File: config.mk
export PLATFORM = sky130hd
export DESIGN_NAME = div_sequencer
export DESIGN_NICKNAME = d
export VERILOG_FILES = /design/src/rtl/div_sequencer_pkg.sv /design/src/rtl/div_datapath.sv /design/src/rtl/div_sequencer.sv
export SDC_FILE = /design/constraint.sdc
export NUM_CORES = 1
export LEC_CHECK = 0
export ABC_AREA = 0
export CORE_MARGIN = 1.5
export CORE_UTILIZATION = 30
export DETAILED_ROUTE_END_ITERATION = 16
export PLACE_DENSITY_LB_ADDON = 0.2
export SYNTH_ARGS = -nofsm -noshare
export SYNTH_HDL_FRONTEND = slang
export SYNTH_SLANG_ARGS = --single-unit
File: constraint.sdc
create_clock -name clk -period 10.5 [get_ports clk]
set_input_delay 2.1 -clock clk [delete_from_list [all_inputs] [get_ports clk]]
set_output_delay 2.1 -clock clk [all_outputs]
set_load 0.1 [all_outputs]
File: src/rtl/div_sequencer_pkg.sv
// Shared constants and types for the RV32IM divide sequencer.
package div_sequencer_pkg;

    localparam int DIV_XLEN = 32;

    localparam logic [2:0] F3_DIV  = 3'b100;
    localparam logic [2:0] F3_DIVU = 3'b101;
    localparam logic [2:0] F3_REM  = 3'b110;
    localparam logic [2:0] F3_REMU = 3'b111;

    typedef enum logic [1:0] {
        ST_IDLE = 2'd0,
        ST_CALC = 2'd1,
        ST_FIX  = 2'd2,
        ST_DONE = 2'd3
    } state_t;

    // All four divide-class codes share funct3[2] = 1.
    function automatic logic f3_valid(input logic [2:0] f3);
        return f3[2];
    endfunction

    function automatic logic f3_signed(input logic [2:0] f3);
        return ~f3[0];
    endfunction

    function automatic logic f3_is_rem(input logic [2:0] f3);
        return f3[1];
    endfunction

endpackage

File: src/rtl/div_datapath.sv
// Restoring radix-2 divider datapath: operand latch, shift-subtract step, sign fix.
module div_datapath
    import div_sequencer_pkg::*;
#(
    parameter int XLEN = DIV_XLEN
) (
    input  logic            clk,
    input  logic            reset,
    input  logic            load,
    input  logic            abs_ops,
    input  logic [XLEN-1:0] dividend,
    input  logic [XLEN-1:0] divisor_in,
    input  logic            step,
    input  logic            fix,
    input  logic            sel_rem,
    input  logic            negate,
    input  logic            special,
    input  logic [XLEN-1:0] special_val,
    output logic [XLEN-1:0] result
);

    logic [XLEN-1:0] rem_q, quo_q, dvs_q, result_q;
    logic [XLEN:0]   rem_sh, rem_sub;
    logic [XLEN-1:0] quo_sh, op1_abs, op2_abs, fix_sel, fix_val;
    logic            rem_ge;

    // Operand magnitudes, shift-subtract step and final sign correction.
    always_comb begin
        op1_abs = (abs_ops && dividend[XLEN-1])   ? -dividend   : dividend;
        op2_abs = (abs_ops && divisor_in[XLEN-1]) ? -divisor_in : divisor_in;
        // The shifted remainder is one bit wider so the compare never overflows.
        rem_sh  = {rem_q, quo_q[XLEN-1]};
        quo_sh  = {quo_q[XLEN-2:0], 1'b0};
        rem_ge  = rem_sh >= {1'b0, dvs_q};
        rem_sub = rem_sh - {1'b0, dvs_q};
        fix_sel = sel_rem ? rem_q : quo_q;
        fix_val = negate ? -fix_sel : fix_sel;
    end

    // Working registers and the held result.
    always_ff @(posedge clk) begin
        if (reset) begin
            rem_q    <= '0;
            quo_q    <= '0;
            dvs_q    <= '0;
            result_q <= '0;
        end else begin
            if (load) begin
                rem_q <= '0;
                quo_q <= op1_abs;
                dvs_q <= op2_abs;
            end else if (step) begin
                rem_q <= rem_ge ? rem_sub[XLEN-1:0] : rem_sh[XLEN-1:0];
                quo_q <= {quo_sh[XLEN-1:1], rem_ge};
            end
            if (fix) begin
                result_q <= fix_val;
            end else if (special) begin
                result_q <= special_val;
            end
        end
    end

    assign result = result_q;

endmodule

File: src/rtl/div_sequencer.sv
// EX-stage sequencer for DIV/DIVU/REM/REMU: FSM, iteration counter,
// special-case short cuts and pipeline stall request.
//
//   state   | meaning
//   --------+-----------------------------------------------------------
//   ST_IDLE | no op in flight; may accept a new op
//   ST_CALC | one shift-subtract step per cycle, XLEN steps
//   ST_FIX  | select quotient/remainder, apply sign, load result
//   ST_DONE | done pulse; result valid; may accept a back-to-back op
module div_sequencer
    import div_sequencer_pkg::*;
#(
    parameter int XLEN  = DIV_XLEN,
    parameter int CNT_W = 6
) (
    input  logic            clk,
    input  logic            reset,
    input  logic            start,
    input  logic            flush,
    input  logic [2:0]      funct3,
    input  logic [XLEN-1:0] operand1,
    input  logic [XLEN-1:0] operand2,
    input  logic [4:0]      rd_in,
    output logic            stall,
    output logic            busy,
    output logic            done,
    output logic [XLEN-1:0] result,
    output logic [4:0]      rd_out
);

    localparam logic [XLEN-1:0] INT_MIN = {1'b1, {(XLEN-1){1'b0}}};

    state_t           state_q, state_d;
    logic [CNT_W-1:0] cnt_q;
    logic             sel_rem_q, signed_q, qneg_q, rneg_q;
    logic [4:0]       rd_q, rd_out_q;
    logic             accept, div_zero, ovf, special, step, fix, negate;
    logic [XLEN-1:0]  special_val;

    // Acceptance, special-case detection, next state and datapath controls.
    always_comb begin
        accept   = start && !flush && f3_valid(funct3) &&
                   (state_q == ST_IDLE || state_q == ST_DONE);
        div_zero = (operand2 == '0);
        ovf      = f3_signed(funct3) && (operand1 == INT_MIN) && (operand2 == '1);
        special  = div_zero || ovf;
        if (div_zero) begin
            special_val = f3_is_rem(funct3) ? operand1 : '1;
        end else begin
            special_val = f3_is_rem(funct3) ? '0 : INT_MIN;
        end
        step    = 1'b0;
        fix     = 1'b0;
        state_d = state_q;
        if (flush) begin
            state_d = ST_IDLE;
        end else begin
            case (state_q)
                ST_IDLE, ST_DONE: begin
                    if (accept) begin
                        state_d = special ? ST_DONE : ST_CALC;
                    end else begin
                        state_d = ST_IDLE;
                    end
                end
                ST_CALC: begin
                    step = 1'b1;
                    if (cnt_q == CNT_W'(XLEN-1)) begin
                        state_d = ST_FIX;
                    end
                end
                ST_FIX: begin
                    fix     = 1'b1;
                    state_d = ST_DONE;
                end
                default: state_d = ST_IDLE;
            endcase
        end
        negate = signed_q && (sel_rem_q ? rneg_q : qneg_q);
        busy   = (state_q == ST_CALC) || (state_q == ST_FIX);
        done   = (state_q == ST_DONE);
        // Combinational from start so the accepting cycle itself is frozen.
        stall  = accept || busy;
    end

    // State register, iteration counter, op-type/sign latch and destination register.
    always_ff @(posedge clk) begin
        if (reset) begin
            state_q   <= ST_IDLE;
            cnt_q     <= '0;
            sel_rem_q <= 1'b0;
            signed_q  <= 1'b0;
            qneg_q    <= 1'b0;
            rneg_q    <= 1'b0;
            rd_q      <= '0;
            rd_out_q  <= '0;
        end else begin
            state_q <= state_d;
            if (accept) begin
                cnt_q     <= '0;
                sel_rem_q <= f3_is_rem(funct3);
                signed_q  <= f3_signed(funct3);
                qneg_q    <= operand1[XLEN-1] ^ operand2[XLEN-1];
                rneg_q    <= operand1[XLEN-1];
                rd_q      <= rd_in;
            end else if (step) begin
                cnt_q <= cnt_q + 1'b1;
            end
            if (accept && special) begin
                rd_out_q <= rd_in;
            end else if (fix) begin
                rd_out_q <= rd_q;
            end
        end
    end

    div_datapath #(.XLEN(XLEN)) u_datapath (
        .clk         (clk),
        .reset       (reset),
        .load        (accept),
        .abs_ops     (f3_signed(funct3)),
        .dividend    (operand1),
        .divisor_in  (operand2),
        .step        (step),
        .fix         (fix),
        .sel_rem     (sel_rem_q),
        .negate      (negate),
        .special     (accept && special),
        .special_val (special_val),
        .result      (result)
    );

    assign rd_out = rd_out_q;

endmodule

# Word level (Yosys, flattened, before mapping)
# Cells that the tools add are included.
# word_totals
register_bits	150
# classes
reduce_logical	21
n_bitwise	2
eq_ne	7
muxes	23
addsub	5
magnitude_cmp	1
# ops
op	count
$mux 32	12
$neg 32->32	3
$eq 32x32->1 const B	2
$ge 33x32->1	1
$logic_not 32->1	1
$sub 32x32->32	1
$mux 5	2
$logic_and 1x1->1	9
$add 6x1->6 const B	1
$eq 6x5->1 const B	1
$mux 2	3
$pmux 2 s3	1
$reduce_or 2->1	3
$mux 1	5
$eq 2x2->1 const B	2
$logic_or 1x1->1	4
$reduce_bool 2->1	2
$eq 2x1->1 const B	1
$logic_not 2->1	1
$ne 2x2->1 const B	1
$logic_not 1->1	1
$not 1->1	1
$xor 1x1->1	1

# Longest topological paths before layout
# Gate-level depths: netlist (run 1).
# logic_depth
word_depth	7
mapped_depth	14
ltp_nobuf	12

# Cells and area by module
# Synthesis (run 1) repeated with hierarchy kept, for this count alone.
# hier_totals
hier_cells	1485
area_unflattened_um2	11220.8
# by_module_without_submodules
module	instances	area_per_inst_um2	cells_each	seq_area_each_um2
div_datapath	1	9530.4	1236	2562.5
div_sequencer	1	1690.4	249	440.4

# Least setup slack after synthesis (run 1)
# OpenSTA, ideal clock, no wires.
# synth_timing
path_type	input to output
from	input port flush
to	output port stall
arrival_time_ns	3.799
n_path_buf	4
required_time_ns	8.400
cell_stages	6
setup_slack_ns	4.601
path_cell_list	clkbuf_1 > or3_1 > clkbuf_1 > clkbuf_1 > buf_1 > nand2_1
# synth_via
elab_chain_cells	5
# synth_lines
element	line_no	source
start, declared	div_sequencer.sv:19	input logic flush,
$logic_not 1->1	div_sequencer.sv:42	accept = start && !flush && f3_valid(funct3) &&
$logic_and 1x1->1 (3 in series)	div_sequencer.sv:42	
$logic_or 1x1->1	div_sequencer.sv:83	stall = accept || busy;
end, declared	div_sequencer.sv:24	output logic stall,
# No other way between the ends.

# Final worst setup path (run 1)
# Ends and elaborated chain as after synthesis.

==> impl_metrics.ini, run 1 <==
[sta]
final_max_slew_viol_count = 0
setup_viol = 0
rsz0062_at_grt = false
skew_ps = 12.6
hold_viol = 0
slew_headroom_pct = 23.8
min_period_ps = 7000
finalCritPeriodShare_pct = 66.6
max_clock_freq_mhz = 143
finalSetupTns_ps = 0
tightest_slew_ps = 1140

[clock_network]
cts_sinks = 150
cts-buffers-inserted = 17
cts_resized = 0
clk_pin_slew_ps = 70
insertion_delay_ps = 440
post_cts_buffers = 0
htreeDepth = 4
cts_root_buf = clkbuf_16
cts_tree = yes
clock_path_buffers = 2
hold_buffers = 0

[synthesis]
synth-simple-area-share_pct = 22.7
synth_top_area_share_pct = 27.4
avgSynthCellArea_um2 = 7.50
synthCells = 1461
syn-num-nets = 1578
async_reset_ff_share_pct = 0
post_synth_main_area_contributors = dfxtp_1, xnor2_1, nor2_1
post-synth-top-count-cell = nor2_1
synth_seq_area_share_pct = 27.4
synth_seq_cells = 150
synth_largest_area_cell = dfxtp_1
synth_xor_area_share_pct = 9.19
synthMuxAreaShare_pct = 5.34
netlist_top_cells_count = nor2_1, nand2_1, dfxtp_1
ys_warn_count = 0
synth_edf_count = 0
synth_cell_types = 71
synth_compound_area_share_pct = 25.0
synthFlopType = dfxtp_1
synth_fa_ha_area_share_pct = 4.75
synth_area_um2 = 11000
synth_top_family_by_area = compound AO/OA/AOI/OAI gates

[global_route]
grt_overflow = 0
grt_pass1_wl_um = 58000
grt_pass1_vias = 9910
grt_max_degree = 91
grt_usage_pct = 19.5
antenna_found_initial = 1

[setup_path]
worstSetupStartpointType = primary input
startpoint = flush
critPathMaxStageDelay_ps = 1140
critPathMaxFanout = 69
crit_slowest_cell = clkdlybuf4s50_1
regToRegStartpoint = u_datapath.dvs_q[4]
required_ps = 8400
path_buf_inv = 3
worstPathArrival_ps = 4900
critPathMostFrequentCell = clkdlybuf4s50_1
critical_path.top_delay_family = buffers and inverters
worstSetupPathType = in2out
path_cells = clkdlybuf4s50_1 -> or3_2 -> buf_4 -> nand2_1 -> clkdlybuf4s50_1
cp-end-kind = primary output

[floorplanning]
rows = 69
die_h_um = 194
core_area_um2 = 35700
die_w_um = 194
die_area_um2 = 37700
start_util_pct = 30.7
ios = 116

[detailed_routing]
vias = 10902
wl_um = 37400
dr.pass1.iters = 11
post-route-drc-count = 2
routedWlPerCell_um = 18.9
antenna_left = 0
avgViaCountPerCell = 5.51
drtIter0Drc = 676

[power_and_ir_drop]
cellPowerDensity_nw_per_um2 = 130
clkPwrFrac_pct = 39.3
swShare_pct = 31.8
switchingPower_w = 0.000536
power_frac_seq_pct = 35.9
cell_internal_pwr_w = 0.00115
leakage_nw = 4.59
totalPowerFinal_w = 0.00169
ir_drop_mv = 0.106
combPwrFrac_pct = 24.8

[layout]
nets = 1623
final_area_um2 = 13000
fillers = 3802
synthToLayoutAreaGrowth_pct = 18.7
layout-drive-gt1-share_pct = 5.01

[worst_hold_path]
worst_hold_startpoint = rd_q[0]
min_path_type = reg2reg

[placed_design]
portBuffers = 115
gp_congestion = 0.889
hpwl_um = 27800
postPlaceCellArea_um2 = 12400

[run]
drv_cap = 0

[run_status]
status = finished with violations
violations = design-rule violations
## per-layer routing
layer | part of all wire (%) | GRT usage [%] | up-vias
met3 | 5.0 | 2.87 | 36
met5 | 0 | 0 | -
met4 | 2.1 | 5.64 | 0
li1 | - | - | 5372
met2 | 43 | 29.2 | 286
met1 | 50 | 28.6 | 5208
## placed cells by master (no fill, tap or decap), types with 13 or more instances in the layout
cell             netlist  routed
a211oi_1              59      59
a21oi_1              112     112
a311oi_1              40      40
a31oi_1               15      15
and3_1                17      17
buf_4                  1      13
clkbuf_16              0      17
clkdlybuf4s50_1        0     114
dfxtp_1              150     149
ha_1                  40      40
inv_1                 58      58
mux2i_1               54      54
nand2_1              157     157
nand3_1               28      28
nand4_1               19      19
nor2_1               163     162
nor3_1                33      32
o21ai_0               97      97
o31ai_1               15      15
or3_1                 21      20
xnor2_1               72      72
xor2_1                43      43
## power groups by stage
stage                     clock network [W]  logic, W  registers [W]
final                              0.000663  0.000419       0.000606
after CTS                          0.000672  0.000416       0.000605
after detailed placement                  0  0.000413       0.000618
after global placement                    0  0.000413       0.000618
after floorplan                           0  0.000283       0.000620
after global routing               0.000697  0.000457       0.000608
## flip-flops by register name, indices dropped and copies added, names as in the netlist
signal / flops
cnt_q: 6
qneg_q: 1
rd_out: 5
rd_q: 5
rneg_q: 1
sel_rem_q: 1
signed_q: 1
state_q: 2
u_datapath.dvs_q: 32
u_datapath.quo_q: 32
u_datapath.rem_q: 32
u_datapath.result: 32
## cells by family (layout without fill, tap and decap cells)
| logic type | Yosys count | in the layout |
|---|---|---|
| and+or+nand+nor | 518 | 518 |
| AOI/OAI and AO/OA | 420 | 420 |
| buffers and inverters | 159 | 216 |
| DFF | 150 | 150 |
| xor gates and xnor gates | 115 | 115 |
| muxes | 58 | 58 |
| adders and majority gates | 41 | 41 |
| other | 0 | 1 |
## per-stage QoR
| stage | utilization, % | cells | setup WS (ps) | hold WS (ps) |
|---|---|---|---|---|
| final | 36.4 | 1980 | 3500 | 458 |
| after CTS | 36.4 | 1979 | 3490 | 460 |
| after global placement | 34.7 | 1948 | 3500 | 443 |
| after global routing | 36.4 | 1979 | 3400 | 480 |
| after floorplan | - | 1461 | 4600 | 432 |
| after detailed placement | 34.7 | 1948 | 3490 | 449 |
## worst min-delay path, delay by kind of cell (launching register included)
| kind | cells | cell delay, ps |
|---|---|---|
| AOI/OAI and AO/OA | 1 | 50 |
| DFF | 1 | 310 |
| and+or+nand+nor | 1 | 50 |
## path summary, 6_finish.rpt
check                           slack (ps)  cells past startpoint                   end
worst max-delay path                  3500                      5                 stall
worst min-delay path                   460                      2               rd_q[0]
worst max register to register        6680                     11  u_datapath.rem_q[26]
worst min register to register         460                      2               rd_q[0]
## final cells by class
cell class	count	area, um2	share of cell area [%]
multi-input cells	1152	7360	56.6
flip-flops and latches	150	3000	23.1
repair buffers	127	1240	9.52
well taps	461	577	4.43
clock buffers	18	429	3.30
inverters	58	218	1.67
clock inverters	13	180	1.38
diodes	1	2.50	0.0192
(Power assumes the default switching activity.)
==> inputs of run 2 (changes only) <==
Clock period 10.5 ns to 6.5 ns, I/O delays scaled along.
==> impl_metrics.ini, run 2 (synthesized netlist as in run 1, its figures left out) <==
[run_status]
status = finished with violations
violations = design-rule violations

[global_route]
grt_usage_pct = 20.0
grt_overflow = 0
grt_pass1_vias = 10313
grt_pass1_wl_um = 59700
antenna_found_initial = 0
grt_max_degree = 79

[setup_path]
r2r_slack_ps = 2710
cp-end-kind = primary output
worstPathArrival_ps = 3650
r2r-end = u_datapath.result[29]
worstSetupStartpointType = primary input
critPathMaxFanout = 8
required_ps = 5200
regToRegStartpoint = sel_rem_q
worstSetupPathType = in2out
rr_worst_depth = 9

[clock_network]
clock_path_buffers = 2
htreeDepth = 4
cts-buffers-inserted = 17
cts_root_buf = clkbuf_16
post_cts_buffers = 0
cts_resized = 0
cts_sinks = 150
insertion_delay_ps = 440
hold_buffers = 0
clk_pin_slew_ps = 60
cts_tree = yes

[detailed_routing]
drtIter0Drc = 766
antenna_left = 0
avgViaCountPerCell = 5.48
vias = 10862
dr.pass1.iters = 11
post-route-drc-count = 1
routedWlPerCell_um = 19.0
wl_um = 37700

[layout]
final_area_um2 = 13000
final_cell_mix = nor2_1, nand2_1, dfxtp_1, clkdlybuf4s50_1, a21oi_1
nets = 1625
multi_input_area_um2 = 7360
synthToLayoutAreaGrowth_pct = 18.6
diodes = 0
regArea_um2 = 3000
instances_no_fill = 1982
layout-drive-gt1-share_pct = 5.13
final_common_cell = nor2_1
fillers = 3857

[worst_hold_path]
whs_path_depth = 2
hold_end = u_datapath.dvs_q[31]
min_path_type = reg2reg
worst_hold_startpoint = u_datapath.dvs_q[31]

[floorplanning]
rows = 69
die_h_um = 194
core_area_um2 = 35700
die_area_um2 = 37700
ios = 116
start_util_pct = 30.7
die_w_um = 194

[placed_design]
place_ws_ps = 1520
gp_congestion = 0.878
postPlaceCellArea_um2 = 12400
dp_cells = 1950
portBuffers = 115
hpwl_um = 28400

[power_and_ir_drop]
ir_drop_mv = 0.163
cellPowerDensity_nw_per_um2 = 206
leakage_nw = 4.60

[sta]
skew_ps = 11.6
hold_viol = 0
min_period_ps = 4950
finalCritPeriodShare_pct = 76.1
worst_slack_ps = 1550
tightest_slew_ps = 1010
finalSetupTns_ps = 0
rsz0062_at_grt = false
max_clock_freq_mhz = 202
slew_headroom_pct = 32.7
final_max_slew_viol_count = 0
fin_hold_ws_ps = 457
setup_viol = 0

[run]
drv_cap = 0
-- run 2: cell types whose count changed in the layout (fill, tap and decap cells not counted), sizes merged --
| cell | change |
|---|---|
| clkinv | +5 |
| clkbuf | +1 |
| diode | -1 |
| buf | +2 |
| inv | -2 |
| bufinv | -1 |
| clkinvlp | -2 |
-- run 2: how the worst max path moves through the flow --
stage	endpoint	start	depth (start not counted)
floorplan	stall	flush	6
global placement	stall	flush	4
detailed placement	u_datapath.result[23]	operand2[1]	12
CTS	stall	flush	4
global route	stall	flush	4
finish	stall	flush	4
-- run 2: cell type report --
| cell class | instances | share of cell area [%] |
|---|---|---|
| well taps | 461 | 4.44 |
| multi-input cells | 1152 | 56.6 |
| repair buffers | 129 | 9.64 |
| flip-flops and latches | 150 | 23.1 |
| clock buffers | 19 | 3.33 |
| inverters | 58 | 1.67 |
| clock inverters | 13 | 1.21 |
-- run 2: critical path, cell delays in order --
cell and delay, ps:
clkdlybuf4s50_1 600, or3_2 540, nand2_1 80, clkdlybuf4s50_1 1120
-- run 2: per-stage QoR --
| step | util (%) | power (W) |
|---|---|---|
| 2_1_floorplan | - | 0.00146 |
| 3_3_place_gp | 34.7 | 0.00167 |
| 3_5_place_dp | 34.7 | 0.00167 |
| 4_1_cts | 36.4 | 0.00270 |
| 5_1_grt | 36.4 | 0.00280 |
| 6_report | 36.4 | 0.00268 |
-- run 2: metal layers --
metal  vias to the layer above  track usage (%)  share of wire (%)
li1                       5398                -                  -
met5                         -                0                  0
met1                      5147             29.0                 50
met2                       268             30.5                 44
met4                         0             5.64                2.1
met3                        49             3.17                4.6
-- run 2: report_power, final --
| part | leakage (nW) | total [W] | internal, W | switching, W |
|---|---|---|---|---|
| registers | 1.22 | 0.000979 | 0.000948 | 0.0000307 |
| logic | 3.09 | 0.000676 | 0.000272 | 0.000404 |
| clock network | 0.290 | 0.00102 | 0.000602 | 0.000421 |
==> inputs of run 3 (changes only) <==
Clock period 6.5 ns to 4.25 ns, I/O delays scaled along.
==> impl_metrics.ini, run 3 (synthesized netlist as in run 1, its figures left out) <==
[placed_design]
hpwl_um = 28700
dp_cells = 1966
portBuffers = 115
gp_congestion = 0.882
postPlaceCellArea_um2 = 12600

[detailed_routing]
wl_um = 37900
dr.pass1.iters = 13
antenna_left = 0
post-route-drc-count = 1
avgViaCountPerCell = 5.43
drtIter0Drc = 927
routedWlPerCell_um = 19.0
vias = 10855

[sta]
finalCritPeriodShare_pct = 90.6
rsz0062_at_grt = false
hold_viol = 0
tightest_slew_ps = 1020
skew_ps = 10.4
slew_headroom_pct = 32.1
setup_viol = 0
min_period_ps = 3850
final_max_slew_viol_count = 0
max_clock_freq_mhz = 260
finalSetupTns_ps = 0

[layout]
fillers = 3798
instances_no_fill = 1998
synthToLayoutAreaGrowth_pct = 20.3
final_area_um2 = 13200
final_common_cell = nor2_1
diodes = 0
regArea_um2 = 3000
nets = 1641
layout-drive-gt1-share_pct = 6.18
multi_input_area_um2 = 7360
final_cell_mix = nor2_1, nand2_1, dfxtp_1, clkdlybuf4s50_1, a21oi_1
utilization_pct = 36.9

[run_status]
violations = design-rule violations
status = finished with violations

[setup_path]
r2r-end = u_datapath.rem_q[29]
critPathMaxStageDelay_ps = 600
critPathMaxFanout = 36
r2r_slack_ps = 760
worstSetupPathType = in2reg
required_ps = 4590
rr_worst_depth = 10
path_cells = clkdlybuf4s50_1 -> or4_4 -> nor4_1 -> and4_1 -> nor4b_2 -> o21ai_2 -> buf_4 -> nand2_2 -> nor2_1 -> a311oi_1
regToRegStartpoint = u_datapath.dvs_q[1]
crit_slowest_cell = or4_4
worstPathArrival_ps = 4190
worstSetupStartpointType = primary input
cp-end-kind = register

[floorplanning]
core_area_um2 = 35700
start_util_pct = 30.7
die_h_um = 194
die_area_um2 = 37700
rows = 69
ios = 116
die_w_um = 194

[clock_network]
clk_pin_slew_ps = 70
cts_resized = 0
insertion_delay_ps = 440
cts_tree = yes
clock_path_buffers = 2
htreeDepth = 4
cts_root_buf = clkbuf_16
post_cts_buffers = 0
hold_buffers = 0
cts-buffers-inserted = 17
cts_sinks = 150

[power_and_ir_drop]
power_frac_seq_pct = 35.5
swShare_pct = 31.6
ir_drop_mv = 0.295
leakage_nw = 4.70
cellPowerDensity_nw_per_um2 = 319
switchingPower_w = 0.00133
clkPwrFrac_pct = 39.4
totalPowerFinal_w = 0.00421
cell_internal_pwr_w = 0.00288
combPwrFrac_pct = 25.1

[global_route]
grt_usage_pct = 19.9
grt_max_degree = 88
antenna_found_initial = 1
grt_pass1_wl_um = 59400
grt_overflow = 0
grt_pass1_vias = 10093

[run]
drv_cap = 0

[worst_hold_path]
worst_hold_startpoint = rneg_q
min_path_type = reg2reg
hold_end = rneg_q
whs_path_depth = 2
==> run 3: power groups by stage <==
stage / combinational, W / clock [W] / sequential (W)
after floorplan: 0.000700 / 0 / 0.00153
after global placement: 0.00104 / 0 / 0.00153
final: 0.00106 / 0.00166 / 0.00150
after detailed placement: 0.00104 / 0 / 0.00153
after global routing: 0.00115 / 0.00174 / 0.00150
after CTS: 0.00105 / 0.00168 / 0.00150
==> run 3: final cells by class <==
| type | count | area share, % |
|---|---|---|
| Multi-Input combinational cell | 1152 | 55.8 |
| Sequential cell | 150 | 22.8 |
| Timing Repair Buffer | 145 | 10.7 |
| Tap cell | 461 | 4.37 |
| Clock buffer | 20 | 3.39 |
| Inverter | 58 | 1.65 |
| Clock inverter | 12 | 1.34 |
==> run 3: metrics by stage <==
step	hold slack, ps	worst slack [ps]
2_1_floorplan	432	481
3_5_place_dp	444	-31.6
5_1_grt	468	158
6_report	456	399
3_3_place_gp	441	103
4_1_cts	455	405
==> run 3: worst max-delay path by stage <==
stage                     start                    end  slack, ps  depth (start not counted)
finish              operand1[6]   u_datapath.result[9]        400                         10
global route        operand1[4]   u_datapath.result[9]        160                         10
CTS                 operand1[5]   u_datapath.result[9]        400                         10
detailed placement  operand1[5]   u_datapath.result[9]        -30                         10
global placement    operand1[5]  u_datapath.result[26]        100                         10
floorplan            state_q[0]                  stall        480                          8
==> run 3: critical path: cells and delay by family <==
kind                   cells  cell delay, ps
AOI/OAI and AO/OA          2             350
and+or+nand+nor            6            2210
buffers and inverters      2             760
==> run 3: metal layers <==
layer	vias up	wire length, um	track usage [%]	part of all wire, %
met2	260	16400	30.1	43
met1	5150	19500	29.5	51
met3	32	1440	2.42	3.8
li1	5413	-	-	-
met5	-	0	0	0
met4	0	641	5.18	1.7
